==> config.mk <==
export PLATFORM = sky130hd
export DESIGN_NAME = iob_arbiter
export DESIGN_NICKNAME = d
export VERILOG_FILES = /design/src/rtl/iob_arbiter.sv
export SDC_FILE = /design/constraint.sdc
export NUM_CORES = 1
export LEC_CHECK = 0
export CAP_MARGIN = 20
export CORE_AREA = 2 2 120 122
export DETAILED_ROUTE_END_ITERATION = 8
export DIE_AREA = 0 0 122 124
export PLACE_DENSITY = 0.7
export SLEW_MARGIN = 20
export SYNTH_ARGS = -nofsm -noshare
export SYNTH_HDL_FRONTEND = slang
export SYNTH_SLANG_ARGS = --single-unit
==> constraint.sdc <==
create_clock -name clk -period 2.9 [get_ports clk]
set_clock_uncertainty 0.15 [all_clocks]
set_input_delay 0.58 -clock clk [delete_from_list [all_inputs] [get_ports clk]]
set_output_delay 0.58 -clock clk [all_outputs]
set_load 0.05 [all_outputs]
==> src/rtl/iob_arbiter.sv <==
// Two-requester IOB arbiter sharing one memory-side IOB port.
// Define IOB_ARB_ROUND_ROBIN_EN for round-robin; default is fixed priority (requester 1 wins).
module iob_arbiter #(
    parameter int ADDR_W = 32,
    parameter int DATA_W = 32
) (
    input  logic              clk,
    input  logic              reset,
    input  logic              m0_valid_i,
    input  logic [ADDR_W-1:0] m0_addr_i,
    input  logic [DATA_W-1:0] m0_wdata_i,
    input  logic [DATA_W/8-1:0] m0_wstrb_i,
    output logic              m0_ready_o,
    output logic [DATA_W-1:0] m0_rdata_o,
    input  logic              m1_valid_i,
    input  logic [ADDR_W-1:0] m1_addr_i,
    input  logic [DATA_W-1:0] m1_wdata_i,
    input  logic [DATA_W/8-1:0] m1_wstrb_i,
    output logic              m1_ready_o,
    output logic [DATA_W-1:0] m1_rdata_o,
    output logic              s_valid_o,
    output logic [ADDR_W-1:0] s_addr_o,
    output logic [DATA_W-1:0] s_wdata_o,
    output logic [DATA_W/8-1:0] s_wstrb_o,
    input  logic              s_ready_i,
    input  logic [DATA_W-1:0] s_rdata_i,
    output logic [1:0]        grant_o
);

    typedef enum logic [1:0] {
        IDLE   = 2'd0,
        GRANT0 = 2'd1,
        GRANT1 = 2'd2
    } state_t;

    state_t state_q, state_d;

    logic pick0, pick1;

    logic              s_valid_q;
    logic [ADDR_W-1:0] s_addr_q;
    logic [DATA_W-1:0] s_wdata_q;
    logic [DATA_W/8-1:0] s_wstrb_q;

`ifdef IOB_ARB_ROUND_ROBIN_EN
    // last_q high means requester 1 owned the most recent grant
    logic last_q, last_d;

    always_comb begin
        pick1 = m1_valid_i & (~m0_valid_i | ~last_q);
        pick0 = m0_valid_i & ~pick1;
        last_d = last_q;
        if (state_q == IDLE && (pick0 || pick1)) begin
            last_d = pick1;
        end
    end

    always_ff @(posedge clk) begin
        if (reset) begin
            last_q <= 1'b1;
        end else begin
            last_q <= last_d;
        end
    end
`else
    always_comb begin
        pick1 = m1_valid_i;
        pick0 = m0_valid_i & ~m1_valid_i;
    end
`endif

    always_ff @(posedge clk) begin
        if (reset) begin
            state_q <= IDLE;
        end else begin
            state_q <= state_d;
        end
    end

    always_comb begin
        state_d = state_q;
        unique case (state_q)
            IDLE: begin
                if (pick1) begin
                    state_d = GRANT1;
                end else if (pick0) begin
                    state_d = GRANT0;
                end
            end
            GRANT0, GRANT1: begin
                if (s_ready_i) begin
                    state_d = IDLE;
                end
            end
            default: state_d = IDLE;
        endcase
    end

    // Request is captured only on the IDLE->GRANT edge, so later requester changes are ignored
    always_ff @(posedge clk) begin
        if (reset) begin
            s_valid_q <= 1'b0;
            s_addr_q  <= '0;
            s_wdata_q <= '0;
            s_wstrb_q <= '0;
        end else begin
            s_valid_q <= (state_d != IDLE);
            if (state_q == IDLE) begin
                if (pick1) begin
                    s_addr_q  <= m1_addr_i;
                    s_wdata_q <= m1_wdata_i;
                    s_wstrb_q <= m1_wstrb_i;
                end else if (pick0) begin
                    s_addr_q  <= m0_addr_i;
                    s_wdata_q <= m0_wdata_i;
                    s_wstrb_q <= m0_wstrb_i;
                end
            end
        end
    end

    always_comb begin
        grant_o    = 2'b00;
        m0_ready_o = 1'b0;
        m1_ready_o = 1'b0;
        unique case (state_q)
            GRANT0: begin
                grant_o    = 2'b01;
                m0_ready_o = s_ready_i & ~reset;
            end
            GRANT1: begin
                grant_o    = 2'b10;
                m1_ready_o = s_ready_i & ~reset;
            end
            default: grant_o = 2'b00;
        endcase
    end

    assign m0_rdata_o = s_rdata_i;
    assign m1_rdata_o = s_rdata_i;
    assign s_valid_o  = s_valid_q;
    assign s_addr_o   = s_addr_q;
    assign s_wdata_o  = s_wdata_q;
    assign s_wstrb_o  = s_wstrb_q;

endmodule

# Yosys cells after proc, flatten, opt, wreduce, memory -nomap -nowiden
# Cells that the tools add are included.
[word_totals]
input_bits = 173
output_inout_bits = 137
wordCells = 29
reg_bits = 71
[op_classes]
mux = 13
n_reduce_logical = 5
eq_ne = 2
n_bitwise = 4
[ops]
columns = ["cell", "n"]
rows = [
  ["$mux W32", 4],
  ["$mux W4", 2],
  ["$pmux W2 S2", 2],
  ["$mux W2", 3],
  ["$reduce_bool A2 Y1", 2],
  ["$and A1 B1 Y1", 2],
  ["$eq A2 B1 Y1 const B", 1],
  ["$eq A2 B2 Y1 const B", 1],
  ["$logic_not A2 Y1", 1],
  ["$mux W1", 2],
  ["$not A1 Y1", 2],
  ["$reduce_and A2 Y1", 1],
  ["$reduce_or A2 Y1", 1],
]

# Logic depth before layout (Yosys ltp)
[depth]
word_depth = 6
ltp_mapped = 7
ltp_nobuf = 5

# Worst setup path before layout
# OpenSTA, ideal clock, no wires.
[synth_path]
path_kind = "input -> output"
startpoint = "in reset"
endpoint = "out m0_ready_o"
arrival_time_ns = 1.441
slack_ns = 0.729
n_path_buf = 2
path_stages = 3
t_required_ns = 2.170
path_cell_list = "clkbuf_1 > clkbuf_1 > and3b_1"
[synth_between]
elab_chain_cells = 3
[synth_rtl]
columns = ["element", "line", "rtl"]
rows = [
  ["start: declaration", "8", "input logic reset,"],
  ["$not A1 Y1", "129", "m0_ready_o = s_ready_i & ~reset;"],
  ["$and A1 B1 Y1", "129", ""],
  ["$mux W1", "126", "unique case (state_q)"],
  ["end: declaration", "13", "output logic m0_ready_o,"],
]
# Every way passes these cells.

# Worst setup path in the final report
[layout_path]
startpoint = "reg state_q[1]"
endpoint = "out grant_o[0]"
[layout_between]
elab_chain_cells = 2
word_cells_on_any_way = 3
cone_classes = "eq/ne: 2; mux: 1"
[layout_rtl]
columns = ["element", "line", "rtl"]
rows = [
  ["start: declaration", "36", "state_t state_q, state_d;"],
  ["start signal: assignment", "76", "state_q <= state_d;"],
  ["$eq A2 B2 Y1 / $eq A2 B1 Y1 (equally long branches)", "126", ""],
  ["$pmux W2 S2 *", "126", ""],
  ["end: declaration", "27", "output logic [1:0] grant_o"],
]
# Every way passes the cells marked *; elsewhere a longest branch is shown, timed or not.

==> out/metrics.yaml <==
status: "complete, no violations"
path_max_fanout: 5
die_h_um: 124
internal_power_w: 0.00228
start_util_pct: 28.3
cp-start-kind: "flop"
h-tree-depth: 3
ir_drop_mv: 0.304
grt_pass1_wl_um: 16000
syn-instance-count: 390
p_comb_share_pct: 36.8
timing.fmax_mhz: 402
grt_use_total_pct: 13.5
r2r_start: "state_q[1]"
grtUsageMet2_pct: 23.8
critPathKind: "reg -> out"
place_area_um2: 5660
rows: 43
holdBufCountCts: 0
hold_violations: 0
drive_gt1_share_pct: 12.5
cp.required_ns: 2.17
fin_util_pct: 43.3
gr-usage-met1_pct: 14.8
fp.coreArea_um2: 13700
cp-startpoint: "state_q[1]"
synth-seq-area-share_pct: 36.6
grt-busiest-layer: "met2"
post_cts_buffers: 0
mappedNetlistArea_um2: 3880
synth_top_area_share_pct: 36.6
synth_edf_count: 0
synthTopCellsByArea: "dfxtp_1 37%, mux2i_1 18%, a211oi_2 13%"
timing.slew.headroom_pct: 62.7
cts-root-buf: "clkbuf_16"
reg2reg_depth: 6
die_w_um: 122
power_frac_seq_pct: 33.2
max_slew.worst_pin.slew_ns: 0.558
grtUsageMet3_pct: 5.40
gr-total-overflow: 0
rsz0062_at_grt: "false"
drc: 0
syn_avg_cell_area_um2: 9.95
cp-end-kind: "primary output"
place.gp.congestion: 0.742
synthDistinctLibCells: 19
area_growth_syn_to_layout_pct: 53.0
crit_arrival_ns: 1.76
dp.cells: 695
r2r-end: "s_addr_o[24]"
dp_hpwl_um: 8500
clk_pin_slew_worst_paths_ns: 0.05
cp-endpoint: "grant_o[0]"
yosysTopAreaCell: "dfxtp_1"
ys.flop_type: "dfxtp_1"
finalSetupViolCount: 0
synth_fp_nets: 567
p_switching_w: 0.00121
powerDensity_nw_per_um2: 588
setup_tns_ns: 0
vias: 3182
pwr-share-clk_pct: 30.0
cts_resized: 0
die_area_um2: 15100
num_antenna_cells: 0
async_reset_ff_share_pct: 0
max_cap_viol_count: 0
cts_sinks: 71
drt_iter0_drc: 78
nets: 703
grt_pass1_vias: 3270
num_io_pins: 310
cts_tree: "yes"
io_buffers: 213
netSwitchingFraction_pct: 34.6
wl_per_cell_um: 15.0
ant_nets: 0
drt-total-wl_um: 10700
worst-r2r-setup-slack_ns: 1.07
grt_max_degree: 58
ys.warnings.count: 0
synth-seq-cells: 71
vias_per_cell: 4.48
hold_path_class: "reg -> reg"
dr.pass1.iters: 4
cts_buffer_depth: 2
fin_cells: 710
min_from: "s_addr_o[28]"
slew_viol_final: 0
antenna_found_initial: 0
fill_cells: 1322
finalCritPeriodShare_pct: 85.8
cts_buffers: 9
fin_area_um2: 5940
worst_skew_pair.late_latency_ns: 0.32
power.leakage_nw: 2.34
fin_crit_ns: 2.49
## cells in the final DEF, fill, tap and decap left out
cell             synthesis  final
clkdlybuf4s50_1          0    209
inv_1                    2      2
clkinvlp_4               0      1
mux2i_1                 68     68
clkinv_2                 0      2
dfxtp_1                 71     71
buf_4                   66      8
a211oi_1                28     28
a211oi_2                40     40
or2_2                    1      1
o21a_4                   0      1
a41oi_1                  1      1
bufinv_16                0      1
nor2_1                  68     68
o21ai_0                  2      2
nor2b_1                  3      3
and3b_1                  2      2
ha_1                     4      4
a21oi_1                  2      2
clkbuf_16                0      9
clkbuf_1                 8      2
buf_12                   0      3
nand2_1                  2      2
## power groups by stage
stage / Clock (W) / Combinational [W] / Sequential [W]
after detailed placement: 0 / 0.00130 / 0.00118
after CTS: 0.00108 / 0.00130 / 0.00116
after global placement: 0 / 0.00128 / 0.00118
after global routing: 0.00112 / 0.00136 / 0.00118
final: 0.00105 / 0.00128 / 0.00116
after floorplan: 0 / 0.000634 / 0.00159
## stage by stage
step | setup slack, ns | hold WS, ns | power, W
2_1_floorplan | 0.729 | 0.346 | 0.00222
3_3_place_gp | 0.642 | 0.339 | 0.00246
3_5_place_dp | 0.580 | 0.340 | 0.00248
4_1_cts | 0.398 | 0.347 | 0.00354
5_1_grt | 0.353 | 0.369 | 0.00366
6_report | 0.413 | 0.344 | 0.00349
## critical path: stages, from the launching register on
cell             delay [ns]
dfxtp_1                0.35
inv_1                  0.10
ha_1                   0.18
clkdlybuf4s50_1        0.81
## routing by layer
layer	up-vias	part of all wire, %
li1	1577	-
met3	19	10
met2	150	49
met5	-	0
met4	0	1.4
met1	1436	39
## cells in the mapped netlist (all sizes together) (2+ instances only)
library cell  instances
nor2                 68
mux2i                68
o21ai                 2
a211oi               68
dfxtp                71
inv                   2
nand2                 2
buf                  87
nor2b                 3
and3b                 2
ha                    4
a21oi                 2
clkbuf                8
## logic make-up after synthesis
family	after synthesis	synth area share (%)
buf+inv	97	17.4
simple gates	76	7.87
compound gates	74	19.3
flops	71	36.6
mux	68	17.5
fa+ha+maj	4	1.29
## area by class of cell
| type | count | area (um2) | area share, % |
|---|---|---|---|
| flip-flops and latches | 71 | 1420 | 23.9 |
| inverters | 2 | 7.51 | 0.126 |
| clock buffers | 11 | 233 | 3.92 |
| repair buffers | 220 | 2210 | 37.3 |
| multi-input cells | 222 | 1790 | 30.2 |
| clock inverters | 4 | 47.5 | 0.801 |
| well taps | 180 | 225 | 3.79 |
## worst min path at each step
stage	end	cells after the start
floorplan	state_q[1]	2
global placement	s_addr_o[24]	2
detailed placement	s_addr_o[11]	2
CTS	s_addr_o[11]	2
global route	s_addr_o[17]	2
finish	s_addr_o[28]	2
## sequential cells by signal, indices dropped and copies added, names as in the netlist
name,cells
s_valid_o,1
s_wdata_o,32
state_q,2
s_wstrb_o,4
s_addr_o,32
(Power assumes the default switching activity.)
